<file path="config.mk">
export PLATFORM = sky130hd
export DESIGN_NAME = controle_ciclo
export DESIGN_NICKNAME = d
export VERILOG_FILES = /design/src/rtl/controle_ciclo.sv
export SDC_FILE = /design/constraint.sdc
export NUM_CORES = 1
export LEC_CHECK = 0
export ABC_AREA = 1
export BUFFER_PORTS_ARGS = -buffer_cell sky130_fd_sc_hd__buf_2
export CORE_MARGIN = 1.5
export CORE_UTILIZATION = 40
export CTS_CLUSTER_DIAMETER = 200
export DETAILED_ROUTE_END_ITERATION = 7
export HOLD_SLACK_MARGIN = 0.08
export PLACE_DENSITY_LB_ADDON = 0.08
export SYNTH_ARGS = -nofsm -noshare
export SYNTH_HDL_FRONTEND = slang
export SYNTH_SLANG_ARGS = --single-unit
</file>
<file path="constraint.sdc">
create_clock -name clkf -period 2.1 [get_ports clkf]
set_input_delay 0.315 -clock clkf [delete_from_list [all_inputs] [get_ports clkf]]
set_output_delay 0.315 -clock clkf [all_outputs]
set_load 0.01 [all_outputs]
</file>
<file path="src/rtl/controle_ciclo.sv">
// rtl/controle_ciclo.sv - instruction-cycle control FSM stepped by the synchronized timer tick
module controle_ciclo #(
  parameter int IW  = 16,
  parameter int OPW = 4,
  parameter int CW  = 16
) (
  input  logic          clkf,
  input  logic          rstn,
  input  logic          tick_in,
  input  logic          run,
  input  logic [IW-1:0] instr_in,
  output logic          ir_load,
  output logic          pc_inc,
  output logic          pc_load,
  output logic          alu_en,
  output logic          mem_rd,
  output logic          mem_wr,
  output logic          reg_wr,
  output logic          halted,
  output logic [2:0]    estado,
  output logic [CW-1:0] retired
);

  typedef enum logic [2:0] {
    ST_IDLE   = 3'd0,
    ST_BUSCA  = 3'd1,
    ST_DECOD  = 3'd2,
    ST_EXEC   = 3'd3,
    ST_MEM    = 3'd4,
    ST_ESCR   = 3'd5,
    ST_PARADO = 3'd6,
    ST_INVAL  = 3'd7
  } estado_t;

  localparam logic [OPW-1:0] OP_LOAD   = OPW'(1);
  localparam logic [OPW-1:0] OP_STORE  = OPW'(2);
  localparam logic [OPW-1:0] OP_ALU_LO = OPW'(3);
  localparam logic [OPW-1:0] OP_ALU_HI = OPW'(7);
  localparam logic [OPW-1:0] OP_JMP    = OPW'(8);
  localparam logic [OPW-1:0] OP_HALT   = {OPW{1'b1}};

  logic sync1_q, sync2_q, prev_q;
  logic step;

  estado_t        state_q, state_d;
  logic [OPW-1:0] opcode_q, opcode_d;
  logic [CW-1:0]  retired_q, retired_d;
  logic ir_load_q, ir_load_d, pc_inc_q, pc_inc_d, pc_load_q, pc_load_d;
  logic alu_en_q, alu_en_d, mem_rd_q, mem_rd_d, mem_wr_q, mem_wr_d;
  logic reg_wr_q, reg_wr_d;
  logic retire, count, enter;
  logic is_load, is_store, is_alu, is_jmp, is_halt;

  // Only the opcode field is decoded here; the rest belongs to the datapath.
  logic unused_instr;
  assign unused_instr = ^instr_in[IW-OPW-1:0];

  assign step     = sync2_q & ~prev_q;
  assign is_load  = (opcode_q == OP_LOAD);
  assign is_store = (opcode_q == OP_STORE);
  assign is_alu   = (opcode_q >= OP_ALU_LO) && (opcode_q <= OP_ALU_HI);
  assign is_jmp   = (opcode_q == OP_JMP);
  assign is_halt  = (opcode_q == OP_HALT);

  always_comb begin
    state_d   = state_q;
    opcode_d  = opcode_q;
    retired_d = retired_q;
    retire    = 1'b0;
    count     = 1'b0;
    ir_load_d = 1'b0;
    pc_inc_d  = 1'b0;
    pc_load_d = 1'b0;
    alu_en_d  = 1'b0;
    mem_rd_d  = 1'b0;
    mem_wr_d  = 1'b0;
    reg_wr_d  = 1'b0;

    if (state_q == ST_INVAL) begin
      state_d = ST_IDLE;
    end else if (step) begin
      case (state_q)
        ST_IDLE:  if (run) state_d = ST_BUSCA;
        ST_BUSCA: begin
          state_d  = ST_DECOD;
          opcode_d = instr_in[IW-1:IW-OPW];
        end
        ST_DECOD: begin
          if (is_load || is_store)    state_d = ST_MEM;
          else if (is_alu || is_jmp)  state_d = ST_EXEC;
          else if (is_halt) begin
            state_d = ST_PARADO;
            count   = 1'b1;
          end else                    retire  = 1'b1;
        end
        ST_EXEC:  if (is_alu) state_d = ST_ESCR; else retire = 1'b1;
        ST_MEM:   if (is_load) state_d = ST_ESCR; else retire = 1'b1;
        ST_ESCR:  retire = 1'b1;
        default:  ;
      endcase
    end

    if (retire) begin
      count   = 1'b1;
      state_d = run ? ST_BUSCA : ST_IDLE;
    end
    if (count) retired_d = retired_q + CW'(1);

    // Pulses fire on the edge the state register takes its new value.
    enter = step && (state_d != state_q);
    if (enter) begin
      case (state_d)
        ST_BUSCA: begin
          ir_load_d = 1'b1;
          pc_inc_d  = 1'b1;
        end
        ST_EXEC: begin
          alu_en_d  = is_alu;
          pc_load_d = is_jmp;
        end
        ST_MEM: begin
          mem_rd_d = is_load;
          mem_wr_d = is_store;
        end
        ST_ESCR:  reg_wr_d = 1'b1;
        default:  ;
      endcase
    end
  end

  always_ff @(posedge clkf or negedge rstn) begin
    if (!rstn) begin
      sync1_q   <= 1'b0;
      sync2_q   <= 1'b0;
      prev_q    <= 1'b0;
      state_q   <= ST_IDLE;
      opcode_q  <= '0;
      retired_q <= '0;
      ir_load_q <= 1'b0;
      pc_inc_q  <= 1'b0;
      pc_load_q <= 1'b0;
      alu_en_q  <= 1'b0;
      mem_rd_q  <= 1'b0;
      mem_wr_q  <= 1'b0;
      reg_wr_q  <= 1'b0;
    end else begin
      sync1_q   <= tick_in;
      sync2_q   <= sync1_q;
      prev_q    <= sync2_q;
      state_q   <= state_d;
      opcode_q  <= opcode_d;
      retired_q <= retired_d;
      ir_load_q <= ir_load_d;
      pc_inc_q  <= pc_inc_d;
      pc_load_q <= pc_load_d;
      alu_en_q  <= alu_en_d;
      mem_rd_q  <= mem_rd_d;
      mem_wr_q  <= mem_wr_d;
      reg_wr_q  <= reg_wr_d;
    end
  end

  assign ir_load = ir_load_q;
  assign pc_inc  = pc_inc_q;
  assign pc_load = pc_load_q;
  assign alu_en  = alu_en_q;
  assign mem_rd  = mem_rd_q;
  assign mem_wr  = mem_wr_q;
  assign reg_wr  = reg_wr_q;
  assign halted  = (state_q == ST_PARADO);
  assign estado  = state_q;
  assign retired = retired_q;

endmodule

</file>
[Word level (Yosys, flattened, before mapping)]
Index checks and enable logic that the tools add are counted.
Operators by class
  $add $sub $neg: 1
  order comparisons: 2
  equal/unequal tests: 16
  mux-type cells: 38
  bitwise logic cells: 3
  reduce and logical (&&, ||, !) cells: 6
Operators by type and width (number)
  $mux W1: 27
  $mux W3: 9
  $eq A3 B3 Y1 const B: 6
  $add A16 B1 Y16 const B: 1
  $pmux W3 S5: 1
  $eq A3 B2 Y1 const B: 3
  $eq A4 B4 Y1 const B: 2
  $eq A3 B1 Y1 const B: 2
  $eq A4 B1 Y1 const B: 1
  $eq A4 B2 Y1 const B: 1
  $ge A4 B2 Y1 const B: 1
  $le A4 B3 Y1 const B: 1
  $pmux W1 S4: 1
  $logic_not A3 Y1: 1
  $ne A3 B3 Y1: 1
  $reduce_and A3 Y1: 1
  $logic_and A1 B1 Y1: 2
  $logic_or A1 B1 Y1: 2
  $not A1 Y1: 2
  $and A1 B1 Y1: 1
Word-level totals
  bits in registers: 32
  input port bits: 20
  output and inout bits: 27
  word-level logic and storage cells: 78

[Logic depth before layout (Yosys ltp)]
Gate-level depths: netlist (run 1).
  depth after elaboration: 12
  mapped depth: 15
  depth with buffers taken out: 15

[Least setup slack after synthesis (run 1)]
Ideal clock, no wire load.
  path kind: reg-to-reg
  from: reg state_q[0] (netlist: estado[0])
  to: reg alu_en_q (netlist: alu_en)
  library setup time: 117 ps
  arrival: 1642 ps
  required time: 1983 ps
  path slack: 340 ps
  cell stages (with the launch flop): 15
  buffers on the path: 1
  clock period less this slack: 1760 ps
  cells stage by stage: dfrtp_1 > buf_2 > nand2_1 > nor2_1 > nand2_1 > nand2_1 > inv_1 > o21ai_2 > nand2_2 > nand3_2 > nand2_1 > nand2_1 > nand3_1 > nand2_2 > nor2_1
On the way
  cells in the longest elaborated chain, start to end: 10
  elaborated cells on any way between the ends: 25
  those cells by class: eq/ne: 8; mux: 15; reduce/logical: 2
Ends and longest elaborated chain
  from (decl): line 45  | estado_t state_q, state_d;
  from (signal assigned): line 150  | state_q <= state_d;
  $mux W3: line 91  | else if (is_halt) begin
  $mux W3: line 90  | else if (is_alu || is_jmp) state_d = ST_EXEC;
  $mux W3: line 89  | if (is_load || is_store) state_d = ST_MEM;
  $pmux W3 S5: line 82  | case (state_q)
  $mux W3: line 81  | end else if (step) begin
  $mux W3: line 79  | if (state_q == ST_INVAL) begin
  $mux W3: line 103  | if (retire) begin
  $eq A3 B2 Y1 / $ne A3 B3 Y1 (equally long branches): line 112, 110
  $mux W1 / $logic_and A1 B1 Y1 (equally long branches): line 112, 110
  $mux W1 *: line 111  | if (enter) begin
  via alu_en_d: line 49  | logic alu_en_q, alu_en_d, mem_rd_q, mem_rd_d, mem_wr_q, mem_wr_d;
  to (signal assigned): line 156  | alu_en_q <= alu_en_d;
  to (decl): line 49
The timed path passes the listed nets; every way through them passes the cells marked *.
A chain may end at the register's enable or synchronous reset.

[Final worst setup path (run 1)]
  from: reg state_q[1] (netlist: estado[1])
  to: reg retired_q[5] (netlist: retired[5])
On the way
  cells in the longest elaborated chain, start to end: 5
  elaborated cells on any way between the ends: 12
  those cells by class: eq/ne: 5; mux: 7
Ends and longest elaborated chain
  $eq A3 B3 Y1 / $eq A3 B2 Y1 (equally long branches): line 82
  $pmux W1 S4 / $mux W1 (equally long branches): line 82
  $mux W1: line 81
  $mux W1: line 79
  $mux W1 *: line 103
  to (signal assigned): line 152  | retired_q <= retired_d;
  to (decl): line 47  | logic [CW-1:0] retired_q, retired_d;
Mark *: on every way between the ends. The rest lies on a longest branch, timed or not.

==> impl_metrics.json, run 1 <==
{
  "status": "finished, final reports clean",
  "rows": 23,
  "boundaryPins": 47,
  "grt_pass1_wl_mm": 5.92,
  "r2r_slack_ns": 0.22,
  "finalSetupTns_ns": 0,
  "yosysWarnings": 0,
  "dr.pass1.iters": 4,
  "crit_path_end_kind": "flip-flop",
  "grt_pass1_vias": 1320,
  "avgSynthCellArea_um2": 8.18,
  "synthTopCellsByCount": "47 x nand2_1, 32 x dfrtp_1, 29 x nor2_1",
  "crit_type": "reg -> reg",
  "postSynthCellCount": 211,
  "grt_start_max_net_pins": 33,
  "crit_family": "simple AND/OR/NAND/NOR gates",
  "syn-num-nets": 232,
  "drv_slew": 0,
  "power_mw": 2.39,
  "worst_slew_pin_slew_ns": 0.697,
  "cp.required_ns": 2.30,
  "gr-total-overflow": 0,
  "max_stage_delay_ns": 0.49,
  "rr_startpoint": "estado[1]$_DFF_PN0_",
  "finalHoldViolCount": 0,
  "grtUsageTotal": 0.170,
  "cp.arrival_ns": 2.08,
  "place_ws_ns": 0.193,
  "die_height_um": 68.7,
  "ys_seq_area_frac": 0.464,
  "finalCritPeriodShare": 0.895,
  "synth_area_leaders": "dfrtp_1 46%, nand2_1 10%, nor2_1 6.3%",
  "leakage_nw": 1.14,
  "synth_edf_count": 0,
  "ys.flop_type": "dfrtp_1",
  "synth_area_mm2": 0.00173,
  "wl_mm": 3.42,
  "antenna_left": 0,
  "gp_congestion": 0.901,
  "post_drt_wl_per_cell_um": 11.3,
  "avgViaCountPerCell": 4.79,
  "fmax_ghz": 0.532,
  "num_vias": 1456,
  "h-tree-depth": 2,
  "cts_inserted_buffers": 5,
  "maxCapViolCount": 0,
  "synth_cell_types": 27,
  "drc": 0,
  "cts_setup_buffers": 0,
  "path_max_fanout": 9,
  "period_needed_ns": 1.88,
  "die_w_um": 68.7,
  "r2r-end": "retired[5]$_DFFE_PN0P_",
  "slew_headroom": 0.535,
  "cp_cell_sequence": "inv_2, nor3_4, nand2_2, nor2_2, nor2_1, nand2_2, nand2_4, clkinv_2, nand2_1, nor2_1, xor2_1",
  "post-route-util": 0.506,
  "setup_ws_ns": 0.221,
  "ff2ff_path_depth": 11,
  "path_clk_slew_ns": 0.07,
  "dp_cells": 296,
  "start_util": 0.422,
  "dieArea_mm2": 0.00472,
  "io_buffers": 34,
  "fp.coreArea_mm2": 0.00409,
  "drive_gt1_frac": 0.272,
  "yosysMostFrequentCell": "nand2_1",
  "synthToLayoutAreaGrowth_pct": 19.9,
  "synth-seq-cells": 32,
  "async_flop_share": 1.00,
  "irDropWorstVdd_v": 0.000635,
  "crit_slowest_cell": "dfrtp_1",
  "fin_cells": 304,
  "clk_path_buf_depth": 2,
  "cts_tree": "done",
  "synth_largest_area_cell": "dfrtp_1",
  "skew_ns": 0.00635,
  "synth_top_cell_area_share": 0.464,
  "antenna_found_initial": 0,
  "finalNetCount": 274,
  "cp-start-kind": "flip-flop",
  "first_iter_violations": 90,
  "diodes": 0,
  "hpwl_mm": 2.63,
  "hold_path_class": "in -> async",
  "cts.sinks": 32,
  "crit_buf_inv": 2,
  "power_density_mw_per_mm2": 1150,
  "cts-root-buf": "clkbuf_8",
  "clock_latency_ns": 0.28,
  "setup_violations": 0,
  "rsz0062_at_grt": "false"
}
-- metrics by stage --
step	hold WS [ns]	cell area [µm²]
after floorplan	0.0194	1730
after global placement	0.339	1970
after detailed placement	0.335	1970
after CTS	0.109	2060
after global routing	0.126	2070
final	0.0763	2070
-- cells in the final DEF (no fill, tap or decap) --
master / count
nor4_1: 2
ha_1: 1
inv_1: 24
nand3_4: 1
nand3_1: 20
nand2_2: 6
buf_2: 34
nor3_4: 2
xor2_1: 9
clkbuf_8: 6
a21oi_1: 6
nand4_1: 7
nand2_4: 1
clkinv_2: 3
nor2_2: 2
o21ai_0: 2
nor2_4: 1
nand2_1: 47
nor2_1: 29
inv_2: 2
o2111ai_1: 1
buf_4: 3
nand3b_1: 1
o21ai_2: 1
xnor2_1: 5
nor3_2: 2
dfrtp_1: 29
nand3_2: 2
dfrtp_2: 3
nor3_1: 2
-- logic make-up (layout without fill, tap and decap cells) --
group / Yosys count / count (layout) / share of synthesized area
XOR/XNOR: 14 / 14 / 0.0711
AO/OA/AOI/OAI: 10 / 10 / 0.0334
flip-flops: 32 / 32 / 0.464
buffers and inverters: 29 / 72 / 0.0667
AND/OR/NAND/NOR: 125 / 125 / 0.358
adder cells (fa/ha/maj): 1 / 1 / 0.00725
-- worst max-delay path by stage --
stage / slack (ns) / cells past startpoint / from / endpoint
2_1_floorplan: 0.34 / 14 / estado[0]$_DFF_PN0_ / alu_en$_DFF_PN0_
3_3_place_gp: 0.19 / 14 / opcode_q[2]$_DFFE_PN0P_ / pc_inc$_DFF_PN0_
3_5_place_dp: 0.19 / 14 / opcode_q[2]$_DFFE_PN0P_ / reg_wr$_DFF_PN0_
4_1_cts: 0.17 / 12 / opcode_q[2]$_DFFE_PN0P_ / retired[14]$_DFFE_PN0P_
5_1_grt: 0.005 / 14 / opcode_q[2]$_DFFE_PN0P_ / reg_wr$_DFF_PN0_
6_report: 0.22 / 11 / estado[1]$_DFF_PN0_ / retired[5]$_DFFE_PN0P_
-- layer usage --
layer  GRT usage  vias up  share of wire
li1            -      759              -
met1       0.243      664           0.51
met2       0.243       29           0.43
met3      0.0503        4          0.045
met4      0.0600        0         0.0096
met5           0        -              0
-- area by class of cell --
| cell class | count | area, µm² |
|---|---|---|
| repair buffers | 37 | 193 |
| clock inverters | 2 | 10.0 |
| well taps | 50 | 62.6 |
| multi-input cells | 150 | 815 |
| fillers | 432 | 2020 |
| flip-flops and latches | 32 | 805 |
| clock buffers | 6 | 82.6 |
| inverters | 27 | 103 |
-- state kept, by name, summed over array words and instances (netlist names) --
name / cells
sync1_q: 1
alu_en: 1
estado: 3
mem_wr: 1
pc_inc: 1
reg_wr: 1
mem_rd: 1
prev_q: 1
sync2_q: 1
retired: 16
pc_load: 1
opcode_q: 4
-- timing repair --
item | CTS | global route
resized for setup | 0 | 4
hold buffers | 0 | 0
setup endpoints to repair | 0 | 15
hold endpoints to repair | 0 | 0
-- power breakdown --
| part | total [mW] | switching [mW] | internal [mW] | leakage [nW] |
|---|---|---|---|---|
| sequential | 0.884 | 0.153 | 0.731 | 0.416 |
| clock | 0.482 | 0.221 | 0.261 | 0.0510 |
| combinational | 1.02 | 0.662 | 0.361 | 0.677 |
| total | 2.39 | 1.04 | 1.35 | 1.14 |
No activity file was read; power rests on OpenSTA's default activity.
==> inputs of run 2 (changes only) <==
SETUP_SLACK_MARGIN = 0.5   (was default)
==> run 2 against run 1 <==
  * Clock skew grew 0.00097 ns
  * Cell area grew 25%
  * Global-route usage grew 2.7 points
  * Register-to-register slack better by 0.08 ns
  * Sequential cell count unchanged
  * Non-clock buffer count grew 28
  * Combinational power increased by 85%
  * Wire length up 21%
  * Clock power is 1% higher
  * Sequential power grew 2.4%
  * Highest routed layer unchanged
==> impl_metrics.json, run 2 (synthesis gave the netlist of run 1 again) <==
{
  "slew_headroom": 0.535,
  "leakage_nw": 1.36,
  "avgViaCountPerCell": 4.82,
  "layout_common_cells": "36 x nand2_1, 33 x buf_2, 27 x dfrtp_1",
  "wl_mm": 4.14,
  "cp.arrival_ns": 1.97,
  "post-route-util": 0.635,
  "hpwl_mm": 2.61,
  "fp.coreArea_mm2": 0.00409,
  "drc": 0,
  "rsz0062_at_grt": "true",
  "start_util": 0.422,
  "antenna_left": 0,
  "cp_cell_sequence": "inv_1, nand3_2, nand2_1, nand2_4, nor2_2, nand2_2, nand2_4, clkinv_4, buf_12, nand2_4, nor2_2, xor2_1",
  "largest_reg_flops": 16,
  "worst_slew_pin_slew_ns": 0.698,
  "setup_violations": 0,
  "timing.hold.ws_ns": 0.0718,
  "drive_gt1_frac": 0.500,
  "period_needed_ns": 1.80,
  "power_density_mw_per_mm2": 1260,
  "boundaryPins": 47,
  "max_stage_delay_ns": 0.49,
  "diodes": 0,
  "die_w_um": 68.7,
  "dr.pass1.iters": 6,
  "finalHoldViolCount": 0,
  "rr_startpoint": "estado[0]$_DFF_PN0_",
  "grt_pass1_vias": 1539,
  "antenna_found_initial": 0,
  "ff2ff_path_depth": 12,
  "die_height_um": 68.7,
  "cts_inserted_buffers": 5,
  "gp_congestion": 0.829,
  "cts_tree": "done",
  "path_max_fanout": 6,
  "synthToLayoutAreaGrowth_pct": 50.5,
  "cp-start-kind": "flip-flop",
  "path_clk_slew_ns": 0.07,
  "drv_slew": 0,
  "gr-total-overflow": 0,
  "cts.sinks": 32,
  "hold_path_class": "in -> async",
  "crit_path_end_kind": "flip-flop",
  "crit_type": "reg -> reg",
  "clock_latency_ns": 0.29,
  "post_drt_wl_per_cell_um": 12.5,
  "h-tree-depth": 2,
  "fmax_ghz": 0.556,
  "dieArea_mm2": 0.00472,
  "rows": 23,
  "status": "finished, final reports clean",
  "num_vias": 1601,
  "cts-root-buf": "clkbuf_8",
  "finalNetCount": 302,
  "power_mw": 3.28,
  "grt_start_max_net_pins": 33,
  "layout_commonest_cell": "nand2_1",
  "grt_pass1_wl_mm": 6.82,
  "finalCritPeriodShare": 0.857,
  "crit_slowest_cell": "dfrtp_2",
  "maxCapViolCount": 0,
  "final_area_mm2": 0.00260,
  "skew_ns": 0.00732,
  "clk_path_buf_depth": 2,
  "cp.required_ns": 2.27,
  "grtUsageTotal": 0.197,
  "placed_cell_area_mm2": 0.00196,
  "first_iter_violations": 70,
  "irDropWorstVdd_v": 0.000832,
  "io_buffers": 34,
  "finalSetupTns_ns": 0,
  "r2r_slack_ns": 0.30,
  "path_common_cell": "nand2_4",
  "r2r-end": "retired[5]$_DFFE_PN0P_"
}
[run 2: cell count changes in the layout (fill, tap and decap cells not counted), moves of 3 or more]
cell     before  now
inv_4         0    3
inv_1        24   19
nand2_2       6   10
buf_6         0    8
nor2_2        2    7
nand3_1      20   13
nand2_4       1    7
nand3_2       2    6
nor2_4        1   11
nand3_4       1    4
nand2_1      47   36
nor2_1       29   14
buf_4         3   23
[run 2: through the flow]
stage | instances | worst slack, ns
5_1_grt | 332 | 0.181
6_report | 332 | 0.301
2_1_floorplan | 211 | 0.408
3_3_place_gp | 294 | 0.146
3_5_place_dp | 294 | 0.146
4_1_cts | 325 | 0.297
[run 2: area by class of cell]
type / count / area (µm²)
inverter: 27 / 114
fill: 375 / 1490
clock inverter: 2 / 10.0
multi-input combinational: 150 / 1070
clock buffer: 6 / 82.6
timing repair buffer: 65 / 448
sequential: 32 / 807
tap: 50 / 62.6
[run 2: repair_timing]
action / 4_1_cts / 5_1_grt
pin swaps: 22 / 7
hold buffers: 0 / 0
setup buffers: 23 / 7
setup endpoints to repair: 30 / 29
gates resized for setup: 50 / 34
[run 2: worst max-delay path by stage]
stage	from	slack (ns)	end	cells past startpoint
floorplan	estado[0]$_DFF_PN0_	0.41	retired[14]$_DFFE_PN0P_	11
global placement	estado[0]$_DFF_PN0_	0.15	pc_inc$_DFF_PN0_	13
detailed placement	estado[0]$_DFF_PN0_	0.15	retired[14]$_DFFE_PN0P_	11
CTS	opcode_q[2]$_DFFE_PN0P_	0.30	retired[14]$_DFFE_PN0P_	11
global route	opcode_q[2]$_DFFE_PN0P_	0.18	retired[14]$_DFFE_PN0P_	11
finish	estado[0]$_DFF_PN0_	0.30	retired[5]$_DFFE_PN0P_	12
[run 2: per-layer routing]
metal	track usage	vias to the layer above	routed length (µm)
li1	-	820	-
met1	0.253	733	1870
met2	0.320	40	1980
met3	0.0633	8	236
met4	0.0550	0	53
met5	0	-	0
[run 2: power by group]
| group | internal [mW] | switching (mW) |
|---|---|---|
| Sequential | 0.734 | 0.170 |
| Clock | 0.261 | 0.227 |
| Combinational | 0.838 | 1.05 |
| Total | 1.83 | 1.45 |
[run 2: critical path, delay by kind of cell, from the launching register on]
kind | cells | cell delay (ns)
xor gates and xnor gates | 1 | 0.13
DFF | 1 | 0.49
and+or+nand+nor | 8 | 0.68
buffers and inverters | 3 | 0.38
